$ cat src/rtl/sobel_frame_sched.sv
// sobel_frame_sched: frame sequencer between the SPI pixel bridge and the Sobel core.
// Optional build macro SOBEL_BORDER_ZERO_EN zeroes emitted results on the frame border.
module sobel_frame_sched #(
    parameter int unsigned PX_BITS  = 24,
    parameter int unsigned IMG_W    = 8,
    parameter int unsigned IMG_H    = 8,
    parameter int unsigned PIPE_LAT = 5
) (
    input  logic               clk_i,
    input  logic               nreset_i,
    input  logic               clear_i,
    input  logic [PX_BITS-1:0] px_in_i,
    input  logic               px_in_rdy_i,
    output logic [PX_BITS-1:0] sobel_px_o,
    output logic               sobel_px_vld_o,
    input  logic [PX_BITS-1:0] sobel_px_i,
    input  logic               sobel_px_vld_i,
    output logic [PX_BITS-1:0] px_out_o,
    output logic               px_out_rdy_o,
    output logic               busy_o,
    output logic               frame_done_o,
    output logic               overflow_o
);

    localparam int unsigned NPIX  = IMG_W * IMG_H;
    localparam int unsigned CNT_W = $clog2(NPIX + 1);
    localparam int unsigned FL_W  = $clog2(PIPE_LAT + 1);
    localparam logic [CNT_W-1:0] NPIX_C = CNT_W'(NPIX);
    // A latency covering the whole frame never reaches RUN; FILL then ends on the pixel count.
    localparam logic [CNT_W-1:0] LAT_C  = (PIPE_LAT >= NPIX) ? NPIX_C : CNT_W'(PIPE_LAT);
    localparam logic [FL_W-1:0]  FL_C   = FL_W'(PIPE_LAT);

    typedef enum logic [2:0] {IDLE, FILL, RUN, FLUSH, DONE} state_t;

    state_t             state;
    logic [CNT_W-1:0]   in_cnt;
    logic [CNT_W-1:0]   out_cnt;
    logic [FL_W-1:0]    flush_cnt;
    logic               accept;
    logic               drop_in;
    logic               take_res;
    logic               inject;
    logic [CNT_W-1:0]   in_cnt_nxt;
    logic [CNT_W-1:0]   out_cnt_nxt;
    logic [PX_BITS-1:0] out_val;

    assign accept      = px_in_rdy_i && (state == IDLE || state == FILL || state == RUN);
    assign drop_in     = px_in_rdy_i && (state == FLUSH || state == DONE);
    assign take_res    = sobel_px_vld_i && (state == RUN || state == FLUSH);
    assign inject      = (state == FLUSH) && (flush_cnt < FL_C);
    assign in_cnt_nxt  = in_cnt + CNT_W'(1);
    assign out_cnt_nxt = out_cnt + CNT_W'(1);

`ifdef SOBEL_BORDER_ZERO_EN
    localparam int unsigned COL_W = $clog2(IMG_W);
    localparam int unsigned ROW_W = $clog2(IMG_H);
    localparam logic [COL_W-1:0] COL_LAST = COL_W'(IMG_W - 1);
    localparam logic [ROW_W-1:0] ROW_LAST = ROW_W'(IMG_H - 1);

    logic [COL_W-1:0] col_cnt;
    logic [ROW_W-1:0] row_cnt;
    logic             on_border;

    assign on_border = (row_cnt == '0) || (row_cnt == ROW_LAST) ||
                       (col_cnt == '0) || (col_cnt == COL_LAST);
    assign out_val   = on_border ? '0 : sobel_px_i;
`else
    assign out_val   = sobel_px_i;
`endif

    // Sequencer, forwarding register, result register and status flags
    always_ff @(posedge clk_i or negedge nreset_i) begin
        if (!nreset_i) begin
            state          <= IDLE;
            in_cnt         <= '0;
            out_cnt        <= '0;
            flush_cnt      <= '0;
            sobel_px_o     <= '0;
            sobel_px_vld_o <= 1'b0;
            px_out_o       <= '0;
            px_out_rdy_o   <= 1'b0;
            busy_o         <= 1'b0;
            frame_done_o   <= 1'b0;
            overflow_o     <= 1'b0;
`ifdef SOBEL_BORDER_ZERO_EN
            col_cnt        <= '0;
            row_cnt        <= '0;
`endif
        end else if (clear_i) begin
            state          <= IDLE;
            in_cnt         <= '0;
            out_cnt        <= '0;
            flush_cnt      <= '0;
            sobel_px_o     <= '0;
            sobel_px_vld_o <= 1'b0;
            px_out_o       <= '0;
            px_out_rdy_o   <= 1'b0;
            busy_o         <= 1'b0;
            frame_done_o   <= 1'b0;
            overflow_o     <= 1'b0;
`ifdef SOBEL_BORDER_ZERO_EN
            col_cnt        <= '0;
            row_cnt        <= '0;
`endif
        end else begin
            sobel_px_vld_o <= 1'b0;
            px_out_rdy_o   <= 1'b0;
            frame_done_o   <= 1'b0;

            if (accept) begin
                sobel_px_o     <= px_in_i;
                sobel_px_vld_o <= 1'b1;
                in_cnt         <= in_cnt_nxt;
            end else if (inject) begin
                sobel_px_o     <= '0;
                sobel_px_vld_o <= 1'b1;
                flush_cnt      <= flush_cnt + FL_W'(1);
            end

            if (drop_in) begin
                overflow_o <= 1'b1;
            end

            if (take_res) begin
                px_out_o     <= out_val;
                px_out_rdy_o <= 1'b1;
                out_cnt      <= out_cnt_nxt;
`ifdef SOBEL_BORDER_ZERO_EN
                if (col_cnt == COL_LAST) begin
                    col_cnt <= '0;
                    row_cnt <= (row_cnt == ROW_LAST) ? '0 : row_cnt + ROW_W'(1);
                end else begin
                    col_cnt <= col_cnt + COL_W'(1);
                end
`endif
            end

            // Transitions see the pixel/result of this cycle already counted
            case (state)
                IDLE: begin
                    if (accept) begin
                        state  <= FILL;
                        busy_o <= 1'b1;
                    end
                end
                FILL: begin
                    if (accept && in_cnt_nxt == NPIX_C) begin
                        state <= FLUSH;
                    end else if (in_cnt >= LAT_C) begin
                        state <= RUN;
                    end
                end
                RUN: begin
                    if (accept && in_cnt_nxt == NPIX_C) begin
                        state <= FLUSH;
                    end
                end
                FLUSH: begin
                    if (take_res && out_cnt_nxt == NPIX_C) begin
                        state        <= DONE;
                        busy_o       <= 1'b0;
                        frame_done_o <= 1'b1;
                        in_cnt       <= '0;
                        out_cnt      <= '0;
                        flush_cnt    <= '0;
`ifdef SOBEL_BORDER_ZERO_EN
                        col_cnt      <= '0;
                        row_cnt      <= '0;
`endif
                    end
                end
                DONE: begin
                    state <= IDLE;
                end
                default: begin
                    state <= IDLE;
                end
            endcase
        end
    end

endmodule
$ cat config.mk
export PLATFORM = sky130hd
export DESIGN_NAME = sobel_frame_sched
export DESIGN_NICKNAME = d
export VERILOG_FILES = /design/src/rtl/sobel_frame_sched.sv
export SDC_FILE = /design/constraint.sdc
export NUM_CORES = 1
export LEC_CHECK = 0
export BUFFER_PORTS_ARGS = -buffer_cell sky130_fd_sc_hd__buf_2
export CAP_MARGIN = 20
export CORE_MARGIN = 2
export CORE_UTILIZATION = 40
export CTS_BUF_LIST = sky130_fd_sc_hd__clkbuf_2
export CTS_CLUSTER_SIZE = 30
export DETAILED_ROUTE_END_ITERATION = 12
export GPL_TIMING_DRIVEN = 1
export PLACE_DENSITY = 0.75
export SLEW_MARGIN = 25
export SYNTH_ARGS = -nofsm -noshare
export SYNTH_HDL_FRONTEND = slang
export SYNTH_SLANG_ARGS = --single-unit
$ cat constraint.sdc
create_clock -name clk_i -period 2.8 [get_ports clk_i]
set_clock_uncertainty 0.05 [all_clocks]
set_input_delay 0.42 -clock clk_i [delete_from_list [all_inputs] [get_ports clk_i]]
set_output_delay 0.42 -clock clk_i [all_outputs]
set_load 0.02 [all_outputs]
## Yosys cells after proc, flatten, opt, wreduce, memory -nomap -nowiden

Index checks and enable logic that the tools add are counted.

| cells by class | value |
|---|---|
| $add $sub $neg | 3 |
| order comparisons | 2 |
| eq/ne operators | 10 |
| muxes and demuxes | 39 |
| reduce and logical (&&, ||, !) cells | 17 |

Operator list:

| operator | number |
|---|---|
| 2-to-1 mux 24 bit | 5 |
| 2-to-1 mux 7 bit | 8 |
| 2-to-1 mux 3 bit | 11 |
| adder 7 x 1 -> 7 bit (second input constant) | 2 |
| == test 7 bit (second input constant) | 2 |
| 2-to-1 mux 1 bit | 13 |
| one-hot mux 3 bit (4 select lines) | 1 |
| greater-or-equal comparator 7 x 3 -> 1 bit (second input constant) | 1 |
| == test 3 x 2 -> 1 bit (second input constant) | 2 |
| logical AND 1 bit | 6 |
| inequality test 3 x 2 -> 1 bit (second input constant) | 2 |
| nonzero test 3 bit | 2 |
| logical OR 1 bit | 4 |
| inequality test 4 x 2 -> 1 bit (second input constant) | 1 |
| AND reduction 4 bit | 1 |
| nonzero test 2 bit | 2 |
| adder 3 x 1 -> 3 bit (second input constant) | 1 |
| == test 3 x 1 -> 1 bit (second input constant) | 1 |
| == test 3 bit (second input constant) | 1 |
| zero test 3 bit | 1 |
| less-than comparator 3 bit (second input constant) | 1 |
| inequality test 3 bit (second input constant) | 1 |
| AND reduction 3 bit | 1 |
| one-hot mux 1 bit (2 select lines) | 1 |

| word-level totals | value |
|---|---|
| flip-flop bits (word level) | 73 |
| input bits | 53 |
| output and inout port bits | 53 |

## Longest topological paths before layout

Gate-level depths: netlist (run 1).

| logic depth | value |
|---|---|
| depth after elaboration | 8 |
| mapped depth | 8 |
| mapped depth without buffers | 7 |

## Worst setup path after synthesis (run 1)

No wires, ideal clock.

| path | value |
|---|---|
| path type | flip-flop to flip-flop |
| start | register out_cnt[0] |
| end | register in_cnt[2] |
| setup time | 0.120 ns |
| arrival | 1.861 ns |
| path slack | 0.769 ns |
| stages on the path, launching flop included | 8 |
| path buffers | 1 |
| clock period less this slack | 2.031 ns |
| cells stage by stage | dfrtp_1 ha_1 nand2_1 or3_1 a21o_2 nor4_4 buf_6 nor3_1 |

| on the way | value |
|---|---|
| word-level cells in the longest chain between the ends | 6 |

RTL lines:

| element | line | text |
|---|---|---|
| from (decl) | 37 | `logic [CNT_W-1:0] out_cnt;` |
| from (signal assigned) | 127 | `out_cnt <= out_cnt_nxt;` |
| adder 7 x 1 -> 7 bit | 52 | `assign out_cnt_nxt = out_cnt + CNT_W'(1);` |
| == test 7 bit | 159 | `if (take_res && out_cnt_nxt == NPIX_C) begin` |
| logical AND 1 bit | 159 |  |
| 2-to-1 mux 7 bit | 159 |  |
| 2-to-1 mux 7 bit | 139 | `case (state)` |
| 2-to-1 mux 7 bit | 89 | `end else if (clear_i) begin` |
| to (signal assigned) | 113 | `in_cnt <= in_cnt_nxt;` |
| to (decl) | 36 | `logic [CNT_W-1:0] in_cnt;` |

No other way between the ends.
A chain may end at the register's enable or synchronous reset.

## Final worst setup path (run 1)

Ends and elaborated chain as after synthesis.

==> results list, run 1 <==
- Status: completed
- Reg2reg setup slack: 460 ps
- For this run, the leading register cell type out of synthesis is sky130_fd_sc_hd__dfrtp_1.
* Worst Setup EP: in_cnt[2]
- Ranking of synthesized cells by instance count: 73 x sky130_fd_sc_hd__dfrtp_1, 49 x sky130_fd_sc_hd__a22o_1, 22 x sky130_fd_sc_hd__nor2_1
- Switching share of total power: 0.279
- Half-perimeter wire length of the detailed placement result: 5000 microns
- Internal power comes to 0.00153 W.
* Inserted Clock Buffers: 9
- Number of max-slew violations in the final report: 0
- Final count of negative-setup-slack endpoints: 0
* Clk pwr share: 0.316
- Flop and latch count out of synthesis: 73
* Setup repair after global routing missed its margin: false
- The tool flagged a number of max-cap violations equal to 0.
- The synthesized netlist occupies a cell area of 3140 sq um.
- Critical-path maximum fanout: 9
- Seq/Total Area, Yosys: 0.582
- Switching power total: 0.000592 W
- The root buffer cell chosen for the clock tree is sky130_fd_sc_hd__clkbuf_2.
- Worst Tran Pin Value: 840 ps
- Counting every net in the synthesized netlist gives 318.
- Ranking of synthesized cells by area: sky130_fd_sc_hd__dfrtp_1 58%, sky130_fd_sc_hd__a22o_1 14%, sky130_fd_sc_hd__nor2_1 2.6%, sky130_fd_sc_hd__xor2_1 2.5%, sky130_fd_sc_hd__ha_1 2.4%
- Chip Width: 92.6 microns
- Routability cong.: 0.848
- sky130_fd_sc_hd__dfrtp_1 is the most common cell in the netlist.
- Fill cells: 684
- For this block, the initial DRC count from the detailed router was 106.
* Peak supply drop: 0.000216 V
- The cell count after synthesis came out at 259.
- The net count of the finished layout is 424.
- For the worst flop-to-flop path, the logic depth is 7.
- Launching element of the worst setup path: out_cnt[0]
- The first global-routing pass estimated 11300 microns of wire.
- Kind of launch point of the worst setup path: register
* Portion of the clock cycle consumed by the worst path in the final layout: 0.836
- CTS built an H-tree with a depth of 3.
- Share of post-route cells with drive strength above 1: 0.376
- In the final routed layout, each cell accounts on average for 14.7 microns.
- Distinct cell type count after synthesis: 47
- Pin count of the biggest net entering global routing: 33
- Number of standard-cell rows in the floorplan: 32
- Antenna-violating nets left: 0
* Post-synth EDFFs: 0
- In the global route stage, overall resource usage came out at 0.170.
- Detailed routing inserted a total of 2446 vias.
* Share of total power in combinational logic: 0.141
* Synth async-reset ratio: 1.00
* Number of buffers on the longest clock path: 2
- For this configuration, the core starts out at a cell density of 0.410.
- After detailed placement, the design holds a cell count of 455.
* Critical Path RT: 3130 ps
- Yosys warning count: 0
* First drt pass iteration count: 6
- Sum of negative setup slack: 0 ps
* Overall overflow remaining after global route: 0
- Die Area: 8570 sq um
- Port buffering added 105 buffers.
- Clock period minus final worst setup slack: 2340 ps
- STA classifies the critical path endpoint as a register.
* Share of power burned in registers: 0.542
* Height of the chip: 92.6 microns
* Hold_sp: px_in_i[21]
- Vias/cell: 5.18
- The worst register-to-register path ends at in_cnt[2].
- After clock tree synthesis, the clock-pin slew on the worst setup and hold paths is 220 ps.
* Hold WS: 76.3 ps
- Total Wirelength: 6960 microns
- Static Leak: 2.07 nW
- Crit Reg-Reg Startpoint: out_cnt[0]
* Path type of the worst setup path: reg2reg
* Top cell type's share of synthesized area: 0.582
- Signed area change from the synthesized netlist to the final layout: 24.5%
- Final std cells w/o fill: 472
- Worst min path class: in2reg
- In the routed design, unresolved DRC markers number 0.
- Largest area contributor in the synthesized netlist: sky130_fd_sc_hd__dfrtp_1
- For the worst setup path, the data arrival time is 2670 ps.
- Dividing total power by cell area gives a power density of 543 nW/um^2.
- The initial antenna violation count was 0.
- Core Region: 7650 sq um
- The tree built by TritonCTS fans out to 73 sinks.
- TritonCTS clock tree: built
- The number of global-route vias before repair was 2389.
* Max-slew headroom at the worst pin: 0.440
- In this run the count of I/O pins placed on the die edge is 106.
- Clk Latency, worst-skew pair: 480 ps
- Peak clock frequency supported by timing: 0.427 GHz
- The number of hold violations in the final report is 0.
- The repair_antennas step left the layout with diodes totalling 0.
* Synthesized area per cell: 12.1 sq um
[layout make-up]
cell class | instances | area [sq um] | share of cell area
Multi-Input combinational cell | 167 | 1210 | 0.309
Clock inverter | 6 | 92.6 | 0.0237
Tap cell | 102 | 128 | 0.0327
Clock buffer | 10 | 50.0 | 0.0128
Timing Repair Buffer | 112 | 593 | 0.152
Inverter | 2 | 7.51 | 0.00192
Sequential cell | 73 | 1830 | 0.468
[sequential cells by signal (all words and copies together), names as in the netlist]
signal / cells
px_out_o: 24
state: 3
flush_cnt: 3
busy_o: 1
in_cnt: 7
sobel_px_vld_o: 1
overflow_o: 1
out_cnt: 7
frame_done_o: 1
px_out_rdy_o: 1
sobel_px_o: 24
[worst min-delay path by stage]
stage | endpoint | slack [ps] | cells after the start
2_1_floorplan | busy_o | 70 | 0
3_3_place_gp | in_cnt[2] | 390 | 1
3_5_place_dp | in_cnt[2] | 410 | 1
4_1_cts | px_out_o[8] | 30 | 2
5_1_grt | px_out_o[6] | 10 | 2
6_report | sobel_px_o[21] | 80 | 2
[cells by family after synthesis]
logic type / count (synthesis) / synth area share
AOI/OAI and AO/OA: 74 / 0.185
xor gates and xnor gates: 12 / 0.0335
adders and majority gates: 6 / 0.0239
buffers and inverters: 19 / 0.0335
DFF: 73 / 0.582
muxes: 3 / 0.00997
and+or+nand+nor: 72 / 0.132
[critical path, stage by stage, from the launching register on]
cell,delay [ps]
sky130_fd_sc_hd__dfrtp_1,480
sky130_fd_sc_hd__ha_1,310
sky130_fd_sc_hd__nand2_1,90
sky130_fd_sc_hd__or3_1,330
sky130_fd_sc_hd__a21o_2,270
sky130_fd_sc_hd__nor4_4,410
sky130_fd_sc_hd__buf_4,250
sky130_fd_sc_hd__nor3_1,60
[power by group through the flow]
stage	Combinational (W)	Clock (W)	Sequential [W]
floorplan	0.000124	0	0.00122
global placement	0.000296	0	0.00117
detailed placement	0.000303	0	0.00117
CTS	0.000305	0.000698	0.00115
global route	0.000330	0.000749	0.00116
finish	0.000300	0.000671	0.00115
[what timing repair did]
action,CTS,global route
gates resized for setup,0,0
setup buffers,0,0
hold buffers,1,0
hold endpoints to repair,22,0
[routing by layer]
metal,vias up,global-route usage,part of all wire
met5,-,0,0
met2,77,0.277,0.49
li1,1177,-,-
met3,9,0.0317,0.050
met4,0,0.0746,0.016
met1,1183,0.221,0.44
[layout by cell type (no fill, tap or decap), types with 3 or more instances in the layout]
master	netlist	routed
sky130_fd_sc_hd__nor2_1	22	21
sky130_fd_sc_hd__nand3_1	6	6
sky130_fd_sc_hd__xor2_1	9	9
sky130_fd_sc_hd__dfrtp_1	73	73
sky130_fd_sc_hd__a22o_1	49	49
sky130_fd_sc_hd__and3_1	5	5
sky130_fd_sc_hd__a21oi_1	8	8
sky130_fd_sc_hd__o21ai_0	6	6
sky130_fd_sc_hd__nor3_1	7	7
sky130_fd_sc_hd__nand2_1	9	9
sky130_fd_sc_hd__buf_4	0	5
sky130_fd_sc_hd__xnor2_1	3	3
sky130_fd_sc_hd__ha_1	6	6
sky130_fd_sc_hd__buf_2	5	105
sky130_fd_sc_hd__clkbuf_2	2	10
sky130_fd_sc_hd__nand4_1	3	3
[stage by stage]
stage / util / setup slack [ps] / power, W / area (sq um)
floorplan: - / 769 / 0.00134 / 3140
global placement: 0.491 / 564 / 0.00146 / 3750
detailed placement: 0.491 / 474 / 0.00147 / 3750
CTS: 0.511 / 463 / 0.00215 / 3910
global route: 0.511 / 329 / 0.00224 / 3910
finish: 0.511 / 459 / 0.00212 / 3910
No activity file was read; power rests on OpenSTA's default activity.
==> inputs of run 2 (changes only) <==
--- a/config.mk
+++ b/config.mk
@@ -13,7 +13,7 @@
 export CTS_CLUSTER_SIZE = 30
 export DETAILED_ROUTE_END_ITERATION = 12
 export GPL_TIMING_DRIVEN = 1
-export PLACE_DENSITY = 0.75
+export PLACE_DENSITY = 0.77
 export SLEW_MARGIN = 25
 export SYNTH_ARGS = -nofsm -noshare
 export SYNTH_HDL_FRONTEND = slang
==> constraint.sdc (replaced) <==
create_clock -name clk_i -period 2.15 [get_ports clk_i]
set_clock_uncertainty 0.05 [all_clocks]
set_input_delay 0.3225 -clock clk_i [delete_from_list [all_inputs] [get_ports clk_i]]
set_output_delay 0.3225 -clock clk_i [all_outputs]
set_load 0.02 [all_outputs]
==> results list, run 2 (same netlist as run 1, synthesis figures left out) <==
- Nets: 475 (+12%)
- The placer's final routability congestion estimate was 0.813 (-4.1%).
- The number of placed instances, taps included came to 458 (+0.66%).
- Fill cells: 658 (-3.8%)
* Leading cell type in the layout, fill and taps excluded: sky130_fd_sc_hd__buf_2
* Chip Width: 92.6 microns (unchanged)
- Count of buffers added by post-CTS timing repair for setup: 0 (unchanged)
* Reg2reg path depth: 7 (unchanged)
- The post-route DRC violation count is 0 (unchanged).
* Height of the chip: 92.6 microns (unchanged)
- R2r endpoint: flush_cnt[1]
- MaxCap Viol Count: 0 (unchanged)
- Die Area: 8570 sq um (unchanged)
* Number of standard-cell rows in the floorplan: 32 (unchanged)
* Routed wire per std cell: 15.6 microns (+6.2%)
* Pin count of the biggest net entering global routing: 49 (+48%)
- The deepest level of the CTS H-tree is 3 (unchanged).
- Status: completed
* Signed area change from the synthesized netlist to the final layout: 39.4%
- Crit path arrival time: 2350 ps (-320 ps)
* Sum of negative setup slack: 0 ps (unchanged)
- Peak supply drop: 0.000328 V (+52%)
- Overall overflow remaining after global route: 0 (unchanged)
* Global-route wire length before repair: 13000 microns (+14%)
- Vias in the first global route: 2676 (+12%)
* Half-perimeter wire length of the detailed placement result: 4990 microns (-0.25%)
- First DRT Iteration DRCs: 111 (+4.7%)
- The number of clock sinks was 73 (unchanged).
- Cell breakdown of the critical path: ha_2 -> nand2_1 -> or3_1 -> a21o_2 -> nor4_4 -> buf_12 -> nor3_1
- The length of the first detailed-routing pass in iterations is 4 (-2).
- The number of hold violations in the final report was 0 (unchanged).
* Clk Latency, worst-skew pair: 480 ps (about the same)
- Worst Tran Pin Value: 916 ps (+75.6 ps)
- Worst min path class: in2reg
- Final instance area: 4380 sq um (+12%)
* Core Region: 7650 sq um (unchanged)
- Vias/cell: 5.12 (-1.3%)
- Critical Path RT: 2470 ps (-660 ps)
- Count of buffering cells on the critical path with inverters included: 1 (unchanged)
- TritonCTS built the clock tree.
* Final std cells w/o fill: 523 (+11%)
* Number of max-slew violations in the final report: 0 (unchanged)
- Cell family with the largest share of critical-path delay: simple AND/OR/NAND/NOR gates
- Reg2reg setup slack: 110 ps (-350 ps)
- The fraction of layout cells with a size suffix above 1 was 0.342 (-0.0336).
- The total via count in the routed design came to 2676 (+9.4%).
* Max-slew headroom at the worst pin: 0.390 (-0.0504)
- The tree is rooted in a sky130_fd_sc_hd__clkbuf_2.
- The initial antenna violation count is 0 (unchanged).
- The count of nets left with antenna violations after detail routing was 0 (unchanged).
- The effective utilization at floorplan was 0.410 (unchanged).
- The slowest stage of the critical path belongs to the cell sky130_fd_sc_hd__dfrtp_2.
* Number of buffers on the longest clock path: 2 (unchanged)
- In the final layout, the registers with the most flip-flops are px_out_o x24, sobel_px_o x24.
* Terminating pin of the worst hold path: overflow_o
- I/O pin cnt: 106 (unchanged)
- The share of the core filled with cells is 0.572 (+0.0614).
- The final cycle utilization of the critical path is 0.948 (+0.112).
- Setup repair after global routing missed its margin: false
- Hold_sp: px_in_rdy_i
* Most frequent cells in the layout: 105 x sky130_fd_sc_hd__buf_2, 72 x sky130_fd_sc_hd__dfrtp_1, 49 x sky130_fd_sc_hd__a22o_1, 49 x sky130_fd_sc_hd__dlygate4sd3_1, 21 x sky130_fd_sc_hd__nor2_1
- The number of input and output port buffers inserted is 105 (unchanged).
- Placed cell area: 3790 sq um (+0.93%)
* Inserted Clock Buffers: 9 (unchanged)
- Power density of the placed cells: 597 nW/um^2 (+10%)
- The minimum clock period after layout came to 2040 ps (-303 ps).
* Cell depth of the worst min-delay path: 3 (+1)
- Kind of launch point of the worst setup path: register
- The number of logic stages on the critical path including buffering came to 7 (unchanged).
- Total Wirelength: 8180 microns (+18%)
* N_diodes: 0 (unchanged)
- Static Leak: 2.26 nW (+9.4%)
* Crit Reg-Reg Startpoint: out_cnt[1]
- Final count of negative-setup-slack endpoints: 0 (unchanged)
* CP peak stage delay: 450 ps (-30 ps)
- The overall global routing resource usage was 0.195 (+0.0254).
- Critical Path End Type: register
- Critical-path maximum fanout: 15 (+6)
- The clock-pin slew reported for the worst setup and hold paths after clock tree synthesis is 180 ps (-40 ps).
* Hold WS: 117 ps (+41.2 ps)
* Peak clock frequency supported by timing: 0.491 GHz (+15%)
* Path type of the worst setup path: reg2reg
run 2: how the worst max path moves through the flow:
stage	startpoint	to	slack, ps
finish	out_cnt[1]	flush_cnt[1]	110
global route	out_cnt[1]	busy_o	30
CTS	out_cnt[1]	flush_cnt[1]	9
detailed placement	out_cnt[1]	flush_cnt[1]	60
global placement	out_cnt[1]	flush_cnt[0]	150
floorplan	out_cnt[0]	in_cnt[2]	120
run 2: layout make-up:
type | instances | area [sq um] | area share
flip-flops and latches | 73 | 1830 | 0.418
multi-input cells | 167 | 1210 | 0.277
well taps | 102 | 128 | 0.0292
repair buffers | 163 | 1110 | 0.253
clock inverters | 6 | 42.5 | 0.00972
clock buffers | 10 | 50.0 | 0.0114
inverters | 2 | 7.51 | 0.00172
run 2: repair_timing:
item,CTS,global route
hold buffers,48,1
endpoints found under the hold margin,72,1
resized for setup,0,2
endpoints found under the setup margin,0,15
run 2: report_power, final:
group	total [W]	internal (W)	leakage, nW	switching, W
logic	0.000482	0.000220	1.21	0.000262
clock network	0.000637	0.000158	0.0583	0.000479
registers	0.00149	0.00144	0.994	0.0000512
run 2: metal layers:
metal,up-vias,wire [microns],track usage
met5,-,0,0
met4,0,191,0.0958
met3,16,385,0.0391
met2,105,4230,0.341
met1,1285,3380,0.229
li1,1270,-,-
run 2: worst reg2reg max path, delay by kind of cell (launching register included):
kind / cells / cell delay, ps
buffers and inverters: 1 / 180
and+or+nand+nor: 4 / 730
adders and majority gates: 1 / 260
DFF: 1 / 450
AOI/OAI and AO/OA: 1 / 270
run 2: metrics by stage:
stage                     worst slack [ps]  power, W
final                                  112   0.00261
after floorplan                        119   0.00174
after global routing                  28.8   0.00274
after global placement                 152   0.00191
after detailed placement              56.6   0.00193
after CTS                             8.67   0.00264
